===== src/rtl/adder_pipe_pkg.sv =====
// ---------------------------------------------------------------------------
// adder_pipe_pkg
// Shared constants and helpers for the pipelined adder/subtractor.
//   DEF_WIDTH  : default operand width
//   DEF_STAGES : default number of pipeline stages (= latency)
//   slice_w()  : bits of the carry chain handled by one stage
// ---------------------------------------------------------------------------
package adder_pipe_pkg;

    localparam int DEF_WIDTH  = 32;
    localparam int DEF_STAGES = 2;

    function automatic int slice_w(input int width, input int stages);
        return width / stages;
    endfunction

endpackage


===== src/rtl/adder_pipe_slice.sv =====
// ---------------------------------------------------------------------------
// adder_pipe_slice
// One pipeline stage: adds slice IDX of the two operands plus the incoming
// carry, and registers the partial sum together with everything later
// stages still need.
// Ports:
//   clock, reset        : rising-edge clock, synchronous active-high clear
//   en                  : advance enable (low while the output is stalled)
//   vld_i/sub_i/cin_i   : valid, subtract flag, carry from the previous stage
//   a_i/b_i             : operand A and prepared operand B (already inverted
//                         for subtract)
//   sum_i               : result bits computed by earlier stages
//   vld_o/sub_o/cout_o  : registered valid, subtract flag, carry out
//   a_o/b_o/sum_o       : registered operands and accumulated result
// ---------------------------------------------------------------------------
module adder_pipe_slice
    import adder_pipe_pkg::*;
#(
    parameter int WIDTH = DEF_WIDTH,
    parameter int CW    = slice_w(DEF_WIDTH, DEF_STAGES),
    parameter int IDX   = 0
) (
    input  logic             clock,
    input  logic             reset,
    input  logic             en,
    input  logic             vld_i,
    input  logic             sub_i,
    input  logic             cin_i,
    input  logic [WIDTH-1:0] a_i,
    input  logic [WIDTH-1:0] b_i,
    input  logic [WIDTH-1:0] sum_i,
    output logic             vld_o,
    output logic             sub_o,
    output logic             cout_o,
    output logic [WIDTH-1:0] a_o,
    output logic [WIDTH-1:0] b_o,
    output logic [WIDTH-1:0] sum_o
);

    // Bits of the result owned by this stage.
    localparam logic [WIDTH-1:0] SLICE_MASK =
        ({WIDTH{1'b1}} >> (WIDTH - CW)) << (IDX * CW);

    logic [CW:0]      part;
    logic             vld_d, vld_q;
    logic             sub_d, sub_q;
    logic             cout_d, cout_q;
    logic [WIDTH-1:0] a_d, a_q;
    logic [WIDTH-1:0] b_d, b_q;
    logic [WIDTH-1:0] sum_d, sum_q;

    always_comb begin
        part = {1'b0, a_i[IDX*CW +: CW]} + {1'b0, b_i[IDX*CW +: CW]}
             + {{CW{1'b0}}, cin_i};

        vld_d  = vld_q;
        sub_d  = sub_q;
        cout_d = cout_q;
        a_d    = a_q;
        b_d    = b_q;
        sum_d  = sum_q;
        if (en) begin
            vld_d  = vld_i;
            sub_d  = sub_i;
            cout_d = part[CW];
            a_d    = a_i;
            b_d    = b_i;
            // Lower slices pass through; this stage's slice is replaced.
            sum_d  = (sum_i & ~SLICE_MASK)
                   | (WIDTH'(part[CW-1:0]) << (IDX * CW));
        end
    end

    always_ff @(posedge clock) begin
        if (reset) begin
            vld_q  <= 1'b0;
            sub_q  <= 1'b0;
            cout_q <= 1'b0;
            a_q    <= '0;
            b_q    <= '0;
            sum_q  <= '0;
        end else begin
            vld_q  <= vld_d;
            sub_q  <= sub_d;
            cout_q <= cout_d;
            a_q    <= a_d;
            b_q    <= b_d;
            sum_q  <= sum_d;
        end
    end

    assign vld_o  = vld_q;
    assign sub_o  = sub_q;
    assign cout_o = cout_q;
    assign a_o    = a_q;
    assign b_o    = b_q;
    assign sum_o  = sum_q;

endmodule


===== src/rtl/adder_pipe_n.sv =====
// ---------------------------------------------------------------------------
// adder_pipe_n
// Pipelined WIDTH-bit adder/subtractor; the carry chain is cut into STAGES
// equal slices, one per register stage. Ready/valid on both sides with
// full-pipeline backpressure.
// Ports:
//   clock, reset          : rising-edge clock, synchronous active-high reset
//   in_valid / in_ready   : input handshake
//   in_a, in_b, in_sub    : operands; in_sub=1 selects A-B
//   out_valid / out_ready : output handshake
//   out_sum[WIDTH-1:0]    : sum/difference
//   out_sum[WIDTH]        : carry (add) or borrow (sub)
//   out_ovf               : signed overflow of out_sum[WIDTH-1:0]
// ---------------------------------------------------------------------------
module adder_pipe_n
    import adder_pipe_pkg::*;
#(
    parameter int WIDTH  = DEF_WIDTH,
    parameter int STAGES = DEF_STAGES
) (
    input  logic             clock,
    input  logic             reset,
    input  logic             in_valid,
    output logic             in_ready,
    input  logic [WIDTH-1:0] in_a,
    input  logic [WIDTH-1:0] in_b,
    input  logic             in_sub,
    output logic             out_valid,
    input  logic             out_ready,
    output logic [WIDTH:0]   out_sum,
    output logic             out_ovf
);

    localparam int CW = slice_w(WIDTH, STAGES);

    if (STAGES < 1 || (WIDTH % STAGES) != 0) begin : g_bad_params
        $error("adder_pipe_n: WIDTH must be a non-zero multiple of STAGES");
    end

    // Index k is the input of stage k; index STAGES is the output register.
    logic [STAGES:0]            vld_pipe;
    logic [STAGES:0]            sub_pipe;
    logic [STAGES:0]            cy_pipe;
    logic [STAGES:0][WIDTH-1:0] a_pipe;
    logic [STAGES:0][WIDTH-1:0] b_pipe;
    logic [STAGES:0][WIDTH-1:0] sum_pipe;

    logic             stall;
    logic             adv;
    logic [WIDTH-1:0] b_prep;

    // Subtract as A + ~B + 1: invert B and inject the 1 as carry-in.
    always_comb begin
        b_prep = in_sub ? ~in_b : in_b;
    end

    assign vld_pipe[0] = in_valid;
    assign sub_pipe[0] = in_sub;
    assign cy_pipe[0]  = in_sub;
    assign a_pipe[0]   = in_a;
    assign b_pipe[0]   = b_prep;
    assign sum_pipe[0] = '0;

    // Whole pipeline freezes while a result waits; bubbles stay in place.
    assign stall    = vld_pipe[STAGES] & ~out_ready;
    assign adv      = ~stall;
    assign in_ready = reset | adv;

    for (genvar k = 0; k < STAGES; k++) begin : g_stage
        adder_pipe_slice #(
            .WIDTH (WIDTH),
            .CW    (CW),
            .IDX   (k)
        ) u_slice (
            .clock  (clock),
            .reset  (reset),
            .en     (adv),
            .vld_i  (vld_pipe[k]),
            .sub_i  (sub_pipe[k]),
            .cin_i  (cy_pipe[k]),
            .a_i    (a_pipe[k]),
            .b_i    (b_pipe[k]),
            .sum_i  (sum_pipe[k]),
            .vld_o  (vld_pipe[k+1]),
            .sub_o  (sub_pipe[k+1]),
            .cout_o (cy_pipe[k+1]),
            .a_o    (a_pipe[k+1]),
            .b_o    (b_pipe[k+1]),
            .sum_o  (sum_pipe[k+1])
        );
    end

    // Only the sign bits of the final operand copies feed the overflow flag.
    logic unused_ops;
    assign unused_ops = ^{a_pipe[STAGES][WIDTH-2:0], b_pipe[STAGES][WIDTH-2:0]};

    logic a_msb, b_msb, s_msb;
    assign a_msb = a_pipe[STAGES][WIDTH-1];
    assign b_msb = b_pipe[STAGES][WIDTH-1];
    assign s_msb = sum_pipe[STAGES][WIDTH-1];

    assign out_valid = vld_pipe[STAGES];
    // For subtract, carry-out of A+~B+1 is 1 when no borrow occurred.
    assign out_sum   = {sub_pipe[STAGES] ? ~cy_pipe[STAGES] : cy_pipe[STAGES],
                        sum_pipe[STAGES]};
    assign out_ovf   = (a_msb == b_msb) & (s_msb != a_msb);

endmodule


===== config.mk =====
export PLATFORM = sky130hd
export DESIGN_NAME = adder_pipe_n
export DESIGN_NICKNAME = d
export VERILOG_FILES = /design/src/rtl/adder_pipe_pkg.sv /design/src/rtl/adder_pipe_slice.sv /design/src/rtl/adder_pipe_n.sv
export SDC_FILE = /design/constraint.sdc
export NUM_CORES = 1
export LEC_CHECK = 0
export CELL_PAD_IN_SITES_DETAIL_PLACEMENT = 1
export CELL_PAD_IN_SITES_GLOBAL_PLACEMENT = 2
export CORE_ASPECT_RATIO = 1.5
export CORE_MARGIN = 2
export CORE_UTILIZATION = 40
export CTS_BUF_LIST = sky130_fd_sc_hd__clkbuf_16
export DETAILED_ROUTE_END_ITERATION = 10
export DONT_BUFFER_PORTS = 1
export GPL_ROUTABILITY_DRIVEN = 0
export PLACE_DENSITY_LB_ADDON = 0.05
export SKIP_LAST_GASP = 1
export SLEW_MARGIN = 20
export SYNTH_ARGS = -nofsm -noshare
export SYNTH_HDL_FRONTEND = slang
export SYNTH_HIERARCHICAL = 1
export SYNTH_SLANG_ARGS = --single-unit

===== constraint.sdc =====
create_clock -name clock -period 4 [get_ports clock]
set_input_delay 0.6 -clock clock [delete_from_list [all_inputs] [get_ports clock]]
set_output_delay 0.6 -clock clock [all_outputs]
set_load 0.005 [all_outputs]

==> results of run 1 <==
[final timing paths]
path / end / depth (start not counted) / from / slack [ps]
max: g_stage[0].u_slice/sum_o[10]$_SDFFE_PP0P_ / 8 / in_sub / 1230
min: g_stage[0].u_slice/sum_o[3]$_SDFFE_PP0P_ / 1 / reset / 330
max reg2reg: g_stage[1].u_slice/sum_o[24]$_SDFFE_PP0P_ / 8 / g_stage[0].u_slice/a_o[16]$_SDFFE_PP0P_ / 1660
min reg2reg: g_stage[0].u_slice/sum_o[15]$_SDFFE_PP0P_ / 2 / g_stage[0].u_slice/sum_o[15]$_SDFFE_PP0P_ / 470
[sequential cells by signal, indices dropped and copies added, names as in the netlist]
register / cells
g_stage.u_slice/cout_o: 2
g_stage.u_slice/a_o: 17
g_stage.u_slice/b_o: 17
g_stage.u_slice/sub_o: 2
g_stage.u_slice/vld_o: 2
g_stage.u_slice/sum_o: 48
[per-layer routing]
| metal | part of all wire (%) | GRT usage, % | wire (um) | vias up |
|---|---|---|---|---|
| li1 | - | - | - | 1884 |
| met1 | 40 | 20.7 | 5010 | 1805 |
| met2 | 54 | 34.4 | 6710 | 71 |
| met3 | 4.0 | 3.93 | 498 | 13 |
| met4 | 1.4 | 6.02 | 171 | 0 |
| met5 | 0 | 0 | 0 | - |
[layout make-up]
cell class | count | share of cell area, %
Timing Repair Buffer | 2 | 0.278
Inverter | 7 | 0.486
Sequential cell | 88 | 32.6
Clock inverter | 7 | 2.06
Clock buffer | 9 | 4.17
Multi-Input combinational cell | 418 | 56.8
Tap cell | 156 | 3.61
[through the flow]
step / utilization, % / instance area (um2)
after floorplan: - / 5060
after global placement: 40.9 / 5070
after detailed placement: 40.9 / 5070
after CTS: 43.6 / 5400
after global routing: 43.6 / 5400
final: 43.6 / 5400
[power groups by stage]
stage	clock (uW)	combinational, uW	sequential [uW]
4_1_cts	986	492	1050
2_1_floorplan	0	424	1040
3_3_place_gp	0	474	1060
5_1_grt	1020	547	1060
3_5_place_dp	0	488	1070
6_report	954	485	1050
==> metrics.md, run 1 <==
| Metric | Value |
|---|---|
| Final min period | 2770 ps |
| Delay-heaviest family, CP | compound AO/OA/AOI/OAI gates |
| Final hold slack | 327 ps |
| Tot Pwr | 2480 uW |
| Sequential share of power | 42.1% |
| Worst clock skew | 5.88 ps |
| First-pass GRT wire length | 19,500 um |
| Critical path endpoint category | register |
| Logic pwr share | 19.5% |
| DP Cell Count | 671 |
| Detailed Route WL | 12,400 um |
| Type of the worst min-delay path | in2reg |
| Clock Power Share | 38.4% |
| Total grt overflow | 0 |
| Final Hold Viols | 0 |
| Root cell of the clock tree | clkbuf_16 |
| Post-DP HPWL | 9210 um |
| Chip Height | 142 um |
| Mapped Avg Cell Area | 9.23 um2 |
| Most common cell after layout, fill and taps aside | dfxtp_1 |
| Die X | 95.8 um |
| Core ar. | 0.0124 mm2 |
| Place WS | 875 ps |
| Yosys warning count | 6 |
| Layout cells sized above 1 | 5.65% |
| Cells after Synth | 548 |
| Count of hold-fix buffers inserted at cts | 0 |
| Post-CTS Setup Repair Bufs | 0 |
| RSZ-0062 raised after global routing | no |
| Final ANT Viol Nets | 0 |
| Max Slew Vio Count | 0 |
| Worst EP required | 4230 ps |
| Buffers & Inverters on Critical Path | 0 |
| Synth Net Count | 651 |
| PwrDens | 460 mW/mm2 |
| Non-filler cells, final | 687 |
| Switch share | 27.3% |
| Tcrit/Tclk final | 69.2% |
| Final worst slack | 1230 ps |
| Via count | 3,773 |
| Worst EP arrival | 3000 ps |
| N_diodes | 0 |
| CP max-delay cell | fa_1 |
| Number of global-route vias before repair | 3,848 |
| VDD IR-drop max | 0.184 mV |
| Clock sink count | 88 |
| Total track usage | 18.6% |
| Post-DR wirelength/cell | 18.0 um |
| Most frequent cells in the layout | dfxtp_1, nor2_1, mux2i_1 |
| Drt initial violations | 78 |
| Max-Cap Viols | 0 |
| Mapped Area | 0.00506 mm2 |
| Pin count of the biggest net entering global routing | 89 |
| Die area | 0.0136 mm2 |
| # setup viols final | 0 |
| P_sw | 679 uW |
| Static leakage | 0.00267 uW |
| Initial antenna violation count | 0 |
| Post-route DRC | 0 |
| Status | complete, no violations |
| TritonCTS Buffers | 9 |
| Max_slew headroom | 43.6% |
| TritonCTS clock tree | yes |
| Htree depth | 3 |
| Top cell by count, worst path | fa_1 |
| Initial Util | 40.8% |
| Slew at the pin closest to its max-slew limit | 847 ps |
| Drt via density | 5.49 |
| P_int | 1810 uW |
| Crit Path Max Fanout | 34 |
| Worst stage delay on the critical path | 460 ps |
| # IOs | 105 |
| Worst-path clk slew | 60 ps |
| CP Cell Sequence | xor2_1 > fa_1 > fa_1 > a21o_2 > a311oi_2 > nor3_1 > or3_1 > a32o_1 |
| DRT Pass-1 Iters | 4 |
| Setup CP Type | in2reg |
| FILL cells | 1,431 |
| Achievable Freq | 361 MHz |
| FP Rows | 50 |
| Area taken by multi-input logic gates | 0.00307 mm2 |
| Buffers added on ports | 0 |
| Max Root-Sink Buffers | 2 |
| Area delta synth->final | 6.83% |
| Worst setup SP type | input port |
| Worst skew pair latency | 340 ps |
| Nets | 629 |
| Post-CTS sizing | 0 |
| Total Neg Setup Slack | 0 ps |
| Sequential cell area | 0.00176 mm2 |
Note: power is estimated with default switching activity, not from simulation.
==> run 2: changes to the inputs <==
- clock period: 4 -> 2.8 ns (I/O delays scaled with it)
==> run 2 against run 1 <==
- register-to-register slack lost 1200 ps
- sequential share of layout area is 0.16 points higher
- die area unchanged
- largest cell class unchanged
==> metrics.md, run 2 (synthesis gave the netlist of run 1 again) <==
| Metric | Value |
|---|---|
| Post-CTS Setup Repair Bufs | 0 |
| Status | complete, no violations |
| Worst skew pair latency | 340 ps |
| Post-route DRC | 0 |
| Final Hold Viols | 0 |
| Root cell of the clock tree | clkbuf_16 |
| Worst EP arrival | 2550 ps |
| PwrDens | 626 mW/mm2 |
| Critical R2R Capture | g_stage[1].u_slice/sum_o[24]$_SDFFE_PP0P_ |
| Drt initial violations | 86 |
| Max reg flops | 48 |
| Slew at the pin closest to its max-slew limit | 629 ps |
| R2r setup slk | 480 ps |
| Reg2Reg Depth | 8 |
| RSZ-0062 raised after global routing | no |
| Final Util | 43.4% |
| Initial Util | 40.8% |
| TritonCTS clock tree | yes |
| Worst hold endpoint | g_stage[1].u_slice/sum_o[10]$_SDFFE_PP0P_ |
| Area delta synth->final | 6.31% |
| Count of hold-fix buffers inserted at cts | 0 |
| Number of global-route vias before repair | 4,061 |
| N_diodes | 0 |
| Final min period | 2330 ps |
| Final ANT Viol Nets | 0 |
| Worst Hold Depth | 1 |
| Initial antenna violation count | 0 |
| Nets | 631 |
| Htree depth | 3 |
| Max_slew headroom | 57.6% |
| Worst EP required | 3020 ps |
| Total Neg Setup Slack | 0 ps |
| TritonCTS Buffers | 9 |
| Buffers added on ports | 0 |
| Die X | 95.8 um |
| Max-Cap Viols | 0 |
| Most frequent cells in the layout | dfxtp_1, nor2_1, mux2i_1 |
| Most common cell after layout, fill and taps aside | dfxtp_1 |
| Hold Startpoint | reset |
| Clock sink count | 88 |
| Layout cells sized above 1 | 6.19% |
| Worst clock skew | 7.57 ps |
| Drt via density | 5.51 |
| Core ar. | 0.0124 mm2 |
| Crit Path Max Fanout | 34 |
| FP Rows | 50 |
| Tot Pwr | 3370 uW |
| Critical path endpoint category | register |
| Detailed Route WL | 12,400 um |
| Static leakage | 0.00265 uW |
| First-pass GRT wire length | 20,000 um |
| Post-DP HPWL | 9330 um |
| Tcrit/Tclk final | 83.0% |
| Achievable Freq | 430 MHz |
| Max Root-Sink Buffers | 2 |
| Post-DR wirelength/cell | 18.0 um |
| Setup CP Type | in2reg |
| Post-CTS sizing | 0 |
| Pin count of the biggest net entering global routing | 89 |
| Worst-path clk slew | 60 ps |
| # setup viols final | 0 |
| DRT Pass-1 Iters | 4 |
| Via count | 3,794 |
| Chip Height | 142 um |
| Worst setup SP type | input port |
| Total grt overflow | 0 |
| Total track usage | 18.8% |
| Type of the worst min-delay path | in2reg |
| # IOs | 105 |
| FILL cells | 1,443 |
| VDD IR-drop max | 0.234 mV |
| RR Startpoint | g_stage[0].u_slice/a_o[16]$_SDFFE_PP0P_ |
| Max Slew Vio Count | 0 |
| Die area | 0.0136 mm2 |
run 2: where the power goes:
group | switching (uW) | internal [uW] | leakage [uW]
combinational | 373 | 323 | 0.00178
clock | 492 | 684 | 0.000142
sequential | 99.9 | 1390 | 0.000730
run 2: worst max path at each step:
stage	startpoint	end	slack (ps)	cells after the start
floorplan	in_sub	g_stage[0].u_slice/sum_o[10]$_SDFFE_PP0P_	10	10
global placement	in_sub	g_stage[0].u_slice/sum_o[10]$_SDFFE_PP0P_	140	8
detailed placement	in_sub	g_stage[0].u_slice/sum_o[10]$_SDFFE_PP0P_	120	8
CTS	g_stage[0].u_slice/a_o[16]$_SDFFE_PP0P_	g_stage[1].u_slice/sum_o[24]$_SDFFE_PP0P_	460	8
global route	g_stage[0].u_slice/a_o[16]$_SDFFE_PP0P_	g_stage[1].u_slice/sum_o[24]$_SDFFE_PP0P_	350	8
finish	in_sub	g_stage[0].u_slice/sum_o[10]$_SDFFE_PP0P_	470	8
run 2: routing by layer:
| layer | share of wire [%] | vias up | GRT usage, % |
|---|---|---|---|
| met3 | 3.9 | 11 | 3.88 |
| met1 | 41 | 1821 | 20.9 |
| met5 | 0 | - | 0 |
| met4 | 1.5 | 0 | 6.09 |
| met2 | 54 | 71 | 34.9 |
| li1 | - | 1891 | - |
run 2: area by class of cell:
type                            count  area [um2]  area share (%)
Clock buffer                        9         225            4.19
Clock inverter                      7        65.1            1.21
Inverter                            7        26.3           0.489
Multi-Input combinational cell    418        3070            57.2
Sequential cell                    88        1760            32.8
Tap cell                          156         195            3.63
Timing Repair Buffer                4        30.0           0.558
run 2: metrics by stage:
step	worst slack [ps]	std cells	area, um2	hold WS (ps)
floorplan	11.0	548	5060	425
global placement	138	673	5090	442
finish	475	689	5380	153
CTS	459	689	5380	142
detailed placement	125	673	5090	454
global route	350	689	5380	141
run 2: worst max-delay path, stage by stage:
cell and delay (ps):
xor2_1 160, fa_2 380, fa_2 360, a21o_2 250
a311oi_2 330, nor3_1 100, or3_1 310, a32o_1 240
